`config.mk`:
```
export PLATFORM = sky130hd
export DESIGN_NAME = uart_req_scheduler
export DESIGN_NICKNAME = d
export VERILOG_FILES = /design/src/rtl/uart_apb_pkg.sv /design/src/rtl/uart_frame_tx.sv /design/src/rtl/uart_req_scheduler.sv
export SDC_FILE = /design/constraint.sdc
export NUM_CORES = 1
export LEC_CHECK = 0
export CAP_MARGIN = 25
export CORE_MARGIN = 3
export CORE_UTILIZATION = 30
export CTS_CLUSTER_DIAMETER = 50
export DETAILED_ROUTE_END_ITERATION = 12
export GPL_ROUTABILITY_DRIVEN = 0
export HOLD_SLACK_MARGIN = 0.1
export PLACE_DENSITY = 0.46
export SETUP_SLACK_MARGIN = 0.15
export SLEW_MARGIN = 40
export SYNTH_ARGS = -nofsm -noshare
export SYNTH_HDL_FRONTEND = slang
export SYNTH_SLANG_ARGS = --single-unit
```
`constraint.sdc`:
```
create_clock -name apb_clk -period 5.95 [get_ports apb_clk]
set_input_delay 1.19 -clock apb_clk [delete_from_list [all_inputs] [get_ports apb_clk]]
set_output_delay 1.19 -clock apb_clk [all_outputs]
set_load 0.005 [all_outputs]
```
`src/rtl/uart_apb_pkg.sv`:
```
// Shared definitions for the APB-to-UART request path: scheduler state
// encoding, frame header bytes and frame-length helper.
package uart_apb_pkg;

    localparam logic [2:0] ST_IDLE_ENC    = 3'd0;
    localparam logic [2:0] ST_LOAD_ENC    = 3'd1;
    localparam logic [2:0] ST_SEND_ENC    = 3'd2;
    localparam logic [2:0] ST_WAIT_RX_ENC = 3'd3;
    localparam logic [2:0] ST_RESP_ENC    = 3'd4;

    typedef enum logic [2:0] {
        ST_IDLE    = ST_IDLE_ENC,
        ST_LOAD    = ST_LOAD_ENC,
        ST_SEND    = ST_SEND_ENC,
        ST_WAIT_RX = ST_WAIT_RX_ENC,
        ST_RESP    = ST_RESP_ENC
    } state_t;

    localparam logic [7:0] HDR_WR = 8'hA5;
    localparam logic [7:0] HDR_RD = 8'h5A;

    // Bytes on the wire: header, address, and the data word for writes only.
    function automatic int frame_len(input bit wr, input int width, input int addrbits);
        return wr ? (1 + addrbits / 8 + width / 8) : (1 + addrbits / 8);
    endfunction

endpackage

```
`src/rtl/uart_frame_tx.sv`:
```
// Byte serializer: latches one packed request and shifts it out MSB first as a
// UART frame (header, address, optional data) over a valid/ready handshake.
module uart_frame_tx
    import uart_apb_pkg::*;
#(
    parameter int WIDTH    = 32,
    parameter int ADDRBITS = 16
) (
    input  logic                  apb_clk,
    input  logic                  reset,
    input  logic                  load,
    input  logic [WIDTH+ADDRBITS:0] req,
    output logic [7:0]            tx_data,
    output logic                  tx_valid,
    input  logic                  tx_ready,
    output logic                  done,
    output logic                  is_wr
);

    localparam int FRAME_BITS = 8 + ADDRBITS + WIDTH;
    localparam int N_WR       = frame_len(1'b1, WIDTH, ADDRBITS);
    localparam int N_RD       = frame_len(1'b0, WIDTH, ADDRBITS);
    localparam int CNT_W      = $clog2(N_WR);
    localparam logic [CNT_W-1:0] LAST_WR = CNT_W'(N_WR - 1);
    localparam logic [CNT_W-1:0] LAST_RD = CNT_W'(N_RD - 1);

    logic [FRAME_BITS-1:0] frame_q;
    logic [CNT_W-1:0]      byte_cnt;
    logic                  wr_q;
    logic                  last_byte;

    assign last_byte = (byte_cnt == (wr_q ? LAST_WR : LAST_RD));
    assign done      = tx_valid & tx_ready & last_byte;
    assign is_wr     = wr_q;
    // Current byte always sits at the top of the shift register, so it holds
    // steady for as long as the receiver stalls.
    assign tx_data   = tx_valid ? frame_q[FRAME_BITS-1 -: 8] : 8'h00;

    // NOTE: sequential state uses non-blocking (<=) so every register samples
    // pre-edge values regardless of statement order.
    always_ff @(posedge apb_clk or negedge reset) begin
        if (!reset) begin
            frame_q  <= '0;
            byte_cnt <= '0;
            wr_q     <= 1'b0;
            tx_valid <= 1'b0;
        end else if (load) begin
            frame_q  <= {(req[WIDTH+ADDRBITS] ? HDR_WR : HDR_RD), req[WIDTH+ADDRBITS-1:0]};
            wr_q     <= req[WIDTH+ADDRBITS];
            byte_cnt <= '0;
            tx_valid <= 1'b1;
        end else if (tx_valid && tx_ready) begin
            frame_q <= frame_q << 8;
            if (last_byte) begin
                tx_valid <= 1'b0;
                byte_cnt <= '0;
            end else begin
                byte_cnt <= byte_cnt + 1'b1;
            end
        end
    end

endmodule

```
`src/rtl/uart_req_scheduler.sv`:
```
// Request scheduler: pops APB requests from the FIFO, frames them onto UART TX,
// and for reads assembles the RX reply (or a timeout error) into rres.
module uart_req_scheduler
    import uart_apb_pkg::*;
#(
    parameter int               WIDTH    = 32,
    parameter int               ADDRBITS = 16,
    parameter int               TIMEOUT  = 4096,
    parameter logic [WIDTH-1:0] ERR_DATA = 32'hDEAD_BEEF
) (
    input  logic                    apb_clk,
    input  logic                    reset,
    input  logic                    fifo_empty,
    input  logic [WIDTH+ADDRBITS:0] fifo_rdata,
    output logic                    fifo_ren,
    output logic [7:0]              tx_data,
    output logic                    tx_valid,
    input  logic                    tx_ready,
    input  logic [7:0]              rx_data,
    input  logic                    rx_valid,
    output logic [WIDTH-1:0]        rres,
    output logic                    en_rres,
    input  logic                    rres_ack,
    output logic                    resp_err,
    output logic                    busy
);

    localparam int RX_BYTES = WIDTH / 8;
    localparam int RX_CNT_W = $clog2(RX_BYTES + 1);
    localparam int TMO_W    = $clog2(TIMEOUT);
    localparam logic [RX_CNT_W-1:0] RX_LAST  = RX_CNT_W'(RX_BYTES - 1);
    localparam logic [TMO_W-1:0]    TMO_LAST = TMO_W'(TIMEOUT - 1);

    state_t              state, state_nxt;
    logic [RX_CNT_W-1:0] rx_cnt;
    logic [TMO_W-1:0]    tmo_cnt;
    logic [WIDTH-1:0]    rres_shift;
    logic [WIDTH-1:0]    rx_word;
    logic                tx_done;
    logic                tx_is_wr;
    logic                rx_done;
    logic                tmo_hit;

    uart_frame_tx #(
        .WIDTH    (WIDTH),
        .ADDRBITS (ADDRBITS)
    ) u_frame_tx (
        .apb_clk  (apb_clk),
        .reset    (reset),
        .load     (state == ST_LOAD),
        .req      (fifo_rdata),
        .tx_data  (tx_data),
        .tx_valid (tx_valid),
        .tx_ready (tx_ready),
        .done     (tx_done),
        .is_wr    (tx_is_wr)
    );

    assign rx_word = (rres_shift << 8) | WIDTH'(rx_data);
    assign rx_done = (state == ST_WAIT_RX) && rx_valid && (rx_cnt == RX_LAST);
    // A byte arriving in the same cycle always wins over the timeout.
    assign tmo_hit = (state == ST_WAIT_RX) && !rx_valid && (tmo_cnt == TMO_LAST);
    assign busy    = (state != ST_IDLE);

    always_ff @(posedge apb_clk or negedge reset) begin
        if (!reset) state <= ST_IDLE;
        else        state <= state_nxt;
    end

    // NOTE: every output of this block gets a default first so no path can
    // leave a signal unassigned and infer a latch.
    always_comb begin
        state_nxt = state;
        fifo_ren  = 1'b0;
        unique case (state)
            ST_IDLE: begin
                if (!fifo_empty) begin
                    fifo_ren  = 1'b1;
                    state_nxt = ST_LOAD;
                end
            end
            ST_LOAD:    state_nxt = ST_SEND;
            ST_SEND:    if (tx_done) state_nxt = tx_is_wr ? ST_IDLE : ST_WAIT_RX;
            ST_WAIT_RX: if (rx_done || tmo_hit) state_nxt = ST_RESP;
            ST_RESP:    if (rres_ack) state_nxt = ST_IDLE;
            default:    state_nxt = ST_IDLE;
        endcase
    end

    always_ff @(posedge apb_clk or negedge reset) begin
        if (!reset) begin
            rx_cnt     <= '0;
            tmo_cnt    <= '0;
            rres_shift <= '0;
            rres       <= '0;
            en_rres    <= 1'b0;
            resp_err   <= 1'b0;
        end else begin
            unique case (state)
                ST_SEND: begin
                    if (tx_done && !tx_is_wr) begin
                        rx_cnt  <= '0;
                        tmo_cnt <= '0;
                    end
                end
                ST_WAIT_RX: begin
                    if (rx_valid) begin
                        rres_shift <= rx_word;
                        rx_cnt     <= rx_cnt + 1'b1;
                        tmo_cnt    <= '0;
                        if (rx_done) begin
                            rres     <= rx_word;
                            resp_err <= 1'b0;
                            en_rres  <= 1'b1;
                        end
                    end else if (tmo_hit) begin
                        rres     <= ERR_DATA;
                        resp_err <= 1'b1;
                        en_rres  <= 1'b1;
                    end else begin
                        tmo_cnt <= tmo_cnt + 1'b1;
                    end
                end
                ST_RESP: if (rres_ack) en_rres <= 1'b0;
                default: ;
            endcase
        end
    end

endmodule

```
==> results of run 1 <==
==> metal layers <==
metal  vias up  global-route usage (%)  wire, um
met2       115                    23.6      7550
met5         -                       0         0
met1      2479                    20.3      7380
li1       2501                       -         -
met3         7                    4.20       711
met4         0                    3.33       114
==> worst max path at each step <==
stage,end,startpoint,cells past startpoint,slack [ns]
after floorplan,fifo_ren,fifo_empty,1,3.46
after global placement,state[2],rx_valid,5,1.97
after detailed placement,tmo_cnt[9],tx_ready,5,2.28
after CTS,fifo_ren,fifo_empty,3,2.48
after global routing,fifo_ren,fifo_empty,3,2.45
final,fifo_ren,fifo_empty,3,2.51
==> layout make-up <==
type                    count  area share, %
flip-flops and latches    137           43.3
multi-input cells         503           30.8
repair buffers            112           14.1
clock buffers              17           5.37
well taps                 265           4.19
clock inverters            15           2.10
inverters                   4          0.190
==> worst register-to-register path, cell delays in order (launching register included) <==
cell     delay [ns]
dfrtp_1        0.59
nand2_4        0.47
o41a_1         0.76
or2_1          0.34
a211o_1        0.30
==> report_power, final <==
part | internal [uW] | switching, uW | total [uW]
clock | 598 | 460 | 1060
combinational | 607 | 665 | 1270
sequential | 1320 | 280 | 1600
total | 2530 | 1400 | 3930
==> per-stage QoR <==
| stage | area (um2) | total power, uW |
|---|---|---|
| after floorplan | 6080 | 2340 |
| after global placement | 7320 | 2890 |
| after detailed placement | 7330 | 2920 |
| after CTS | 7920 | 4000 |
| after global routing | 7920 | 4260 |
| final | 7920 | 3930 |
==> state kept, by name, indices dropped and copies added (netlist names) <==
register	count
u_frame_tx.byte_cnt	3
rres	32
u_frame_tx.frame_q	56
state	3
rx_cnt	3
u_frame_tx.is_wr	1
en_rres	1
tmo_cnt	12
resp_err	1
rres_shift	24
u_frame_tx.tx_valid	1
==> synth_stat cells, drive strengths merged, types with 2 or more instances <==
cell type	count	area [um2]
a211o	2	17.5
a211oi	3	27.5
a21o	2	15.0
a21oi	7	35.0
a31oi	51	319
a41oi	2	17.5
and2	11	68.8
and3	4	25.0
and4	2	17.5
buf	18	88.8
clkbuf	31	116
dfrtp	137	3430
ha	5	62.6
inv	4	15.0
mux2	2	22.5
nand2	260	983
nand2b	2	12.5
nand3	15	75.1
nand3b	2	15.0
nand4	5	31.3
nand4b	3	26.3
nor2	53	199
nor3	5	25.0
o21ai	40	200
o31ai	11	82.6
==> cells in the final DEF (no fill, tap or decap), types with 4 or more instances in the layout <==
master and n:
inv_6 8, ha_1 5, buf_4 4, nand3_1 15
nor2_1 53, o21ai_0 39, nand2_1 258, a21oi_1 7
and2_1 9, inv_1 4, clkbuf_16 17, o31ai_1 11
nand4_1 5, and3_1 4, clkdlybuf4s50_1 106, a31oi_1 51
nor3_1 5, dfrtp_1 137
==> kinds of logic (layout without fill, tap and decap cells) <==
family,count (synthesis),in the layout,share of synthesized area [%]
adders and majority gates,5,5,1.03
DFF,137,137,56.4
buffers and inverters,53,148,3.62
and+or+nand+nor,371,371,25.8
muxes,2,2,0.370
xor gates and xnor gates,1,1,0.144
AOI/OAI and AO/OA,124,124,12.6
==> flow_summary.yaml, run 1 <==
yosys:
  netlist_area_um2: 6080
  synth_edf_count: 0
  synth_top_flop_cell: "dfrtp_1"
  synth-seq-cells: 137
  synthArstFlopShare_pct: 100
  syn_area_per_cell_um2: 8.77
  syn-num-nets: 761
  syn_inst: 693
  ys_seq_area_share_pct: 56.4
  yosysWarnings: 0
  ys_types: 46
sta:
  fmax_mhz: 291
  rsz0062_at_grt: "false"
  final_hold_viol_count: 0
  skew_ns: 0.0107
  fin_ws_ns: 2.51
  setup_viol: 0
  min_period_ns: 3.44
  finalMaxSlewViolations: 0
  finalSetupTns_ns: 0
  relSlewSlack_pct: 53.5
  hold_slack_ns: 0.472
  worstMarginPinSlew_ns: 0.698
  fin_crit_sh_pct: 57.8
job:
  cap_violations: 0
placement:
  hpwl_mm: 10.3
  pre_cts_ws_ns: 2.28
  place.detailed.instances: 1021
  portBuffers: 107
critical_path:
  cpMostUsedCell: "clkdlybuf4s50_1"
  r2r_setup_slack_ns: 3.37
  critPathTopFamily: "buffers and inverters"
  reg2reg_depth: 4
  required_ns: 4.76
  slowest_delay_ns: 0.50
  r2r-end: "tmo_cnt[9]"
  crit_path_end_kind: "primary output"
  slowest_stage: "clkdlybuf4s50_1"
  cp-start-kind: "input pin"
  rr_startpoint: "u_frame_tx.tx_valid"
  timing_worst_setup_path_type: "in -> out"
  crit_path_cell_trace: "clkdlybuf4s50_1 > nor2_1 > clkdlybuf4s50_1"
  cp.arrival_ns: 2.25
  cp_num_buf_inv: 2
  critPathMaxFanout: 2
floorplanning:
  die_w_um: 148
  die_h_um: 148
  die-area_um2: 22000
  io_pins: 108
  num_rows: 51
  initial_utilization_pct: 30.9
  coreArea_um2: 19700
cts:
  insertion_delay_ns: 0.42
  holdBufCountCts: 0
  cts_buffers: 17
  post_cts_buffers: 0
  cts_max_level: 4
  clockBufferDepth: 2
  clock_sink_count: 137
  cts_root_buf: "clkbuf_16"
  path_clk_slew_ns: 0.06
  cts_resized: 0
  tritoncts: "yes"
grt:
  grt_usage_pct: 14.8
  grt_max_degree: 100
  grt_pass1_vias: 5059
  antenna_found_initial: 0
  grt_first_pass_wirelength_mm: 26.6
  gr-total-overflow: 0
cells_and_area:
  seq_area_um2: 3430
  final_layout_size_suffix_gt1_share_pct: 6.09
  nNetsFinal: 843
  finalNonFillerCells: 1053
  utilization_pct: 40.3
  area_growth_pct: 30.3
  antenna_cells: 0
  multi_input_area_um2: 2440
  fill_cells: 2065
route:
  drt_iter0_drc: 299
  viasPerCell: 4.85
  drc: 0
  dr.pass1.iters: 4
  drtAntennaViolNets: 0
  routedWlPerCell_um: 15.0
  drt_wl_total_mm: 15.8
  dr_total_vias: 5102
min_path:
  holdPathStages: 2
  hold_path_end: "rres[28]"
  min_path_type: "reg -> reg"
  worstHoldStart: "rres_shift[20]"
power_and_ir_drop:
  leakage_uw: 0.00365
  vdd.ir_drop.worst_v: 0.000211
  power_density_nw_per_um2: 497
run_status:
  outcome: "completed"
No activity file was read; power rests on OpenSTA's default activity.
==> run 2: changes to the inputs <==
--- a/config.mk
+++ b/config.mk
@@ -12,7 +12,7 @@
 export DETAILED_ROUTE_END_ITERATION = 12
 export GPL_ROUTABILITY_DRIVEN = 0
 export HOLD_SLACK_MARGIN = 0.1
-export PLACE_DENSITY = 0.46
+export PLACE_DENSITY = 0.48
 export SETUP_SLACK_MARGIN = 0.15
 export SLEW_MARGIN = 40
 export SYNTH_ARGS = -nofsm -noshare
==> constraint.sdc (replaced) <==
create_clock -name apb_clk -period 3 [get_ports apb_clk]
set_input_delay 0.6 -clock apb_clk [delete_from_list [all_inputs] [get_ports apb_clk]]
set_output_delay 0.6 -clock apb_clk [all_outputs]
set_load 0.005 [all_outputs]
==> flow_summary.yaml, run 2 (synthesis gave the netlist of run 1 again) <==
grt:
  grt_usage_pct: 15.3
  grt_first_pass_wirelength_mm: 27.1
  gr-total-overflow: 0
  antenna_found_initial: 0
  grt_max_degree: 100
  grt_pass1_vias: 5274
sta:
  hold_slack_ns: 0.165
  final_hold_viol_count: 0
  relSlewSlack_pct: 57.5
  fmax_mhz: 381
  finalSetupTns_ns: 0
  worstMarginPinSlew_ns: 0.637
  finalMaxSlewViolations: 0
  setup_viol: 0
  skew_ns: 0.0128
  fin_ws_ns: 0.372
  min_period_ns: 2.63
  rsz0062_at_grt: "false"
  fin_crit_sh_pct: 87.6
critical_path:
  required_ns: 2.40
  slowest_delay_ns: 0.55
  slowest_stage: "dfrtp_1"
  cp_num_buf_inv: 1
  critPathMaxFanout: 17
  crit_path_cell_trace: "or3_1 > nor2_1 > clkdlybuf4s50_1"
  cp-start-kind: "flop"
  critPathTopFamily: "simple AND/OR/NAND/NOR gates"
  crit_path_end_kind: "primary output"
  timing_worst_setup_path_type: "reg -> out"
  cp.arrival_ns: 2.03
route:
  drt_iter0_drc: 389
  drc: 0
  routedWlPerCell_um: 15.3
  drt_wl_total_mm: 16.2
  drtAntennaViolNets: 0
  dr.pass1.iters: 4
  dr_total_vias: 5185
  viasPerCell: 4.88
floorplanning:
  die_w_um: 148
  initial_utilization_pct: 30.9
  die-area_um2: 22000
  coreArea_um2: 19700
  num_rows: 51
  die_h_um: 148
  io_pins: 108
cells_and_area:
  utilization_pct: 40.7
  fill_cells: 2037
  largest_reg_flops: 56
  layout_commonest_cell: "nand2_1"
  nNetsFinal: 852
  mostFrequentLayoutCells: "nand2_1 (259), dfrtp_1 (137), clkdlybuf4s50_1 (106)"
  area_growth_pct: 31.5
  final_layout_size_suffix_gt1_share_pct: 6.78
  largest-register: "u_frame_tx.frame_q"
  antenna_cells: 0
  largestRegisters: "u_frame_tx.frame_q: 56 flops, rres: 32 flops, rres_shift: 24 flops"
power_and_ir_drop:
  total_power_uw: 7860
  leakage_uw: 0.00370
  power_density_nw_per_um2: 983
  vdd.ir_drop.worst_v: 0.000415
cts:
  cts_max_level: 4
  tritoncts: "yes"
  insertion_delay_ns: 0.42
  cts_buffers: 17
  post_cts_buffers: 0
  path_clk_slew_ns: 0.06
  cts_root_buf: "clkbuf_16"
  clockBufferDepth: 2
  clock_sink_count: 137
  cts_resized: 0
  holdBufCountCts: 0
placement:
  hpwl_mm: 10.8
  portBuffers: 107
  pre_cts_ws_ns: 0.467
run_status:
  outcome: "completed"
min_path:
  min_path_type: "in -> async"
job:
  cap_violations: 0
## run 2: path summary, 6_finish.rpt
kind | startpoint | slack, ns | end | depth (start not counted)
max | state[0] | 0.37 | fifo_ren | 3
min | reset | 0.17 | state[0] | 1
max reg2reg | tmo_cnt[0] | 0.89 | state[0] | 5
min reg2reg | rres_shift[20] | 0.46 | rres[28] | 2
max in group asynchronous | reset | 2.10 | rres[25] | 2
min in group apb_clk | rres_shift[20] | 0.46 | rres[28] | 2
## run 2: area by class of cell
type	instances	area (um2)	area share [%]
Sequential cell	137	3430	42.9
Multi-Input combinational cell	503	2430	30.4
Timing Repair Buffer	121	1200	15.0
Clock buffer	18	439	5.49
Tap cell	265	332	4.15
Clock inverter	14	149	1.86
Inverter	4	15.0	0.188
## run 2: power by group
part	leakage, uW	switching (uW)	total (uW)	internal, uW
Clock	0.000290	893	2090	1200
Sequential	0.00173	537	3170	2630
Combinational	0.00167	1360	2600	1240
Total	0.00370	2790	7860	5070
## run 2: per-stage QoR
stage	std cells	instance area, um2
after floorplan	693	6080
after global placement	1030	7410
after detailed placement	1030	7410
after CTS	1062	8000
after global routing	1062	8000
final	1062	8000
## run 2: layer usage
layer | global-route usage (%) | vias up | wire (um)
met1 | 21.1 | 2546 | 7660
li1 | - | 2525 | -
met5 | 0 | - | 0
met3 | 4.17 | 10 | 676
met4 | 3.93 | 0 | 121
met2 | 24.0 | 104 | 7790
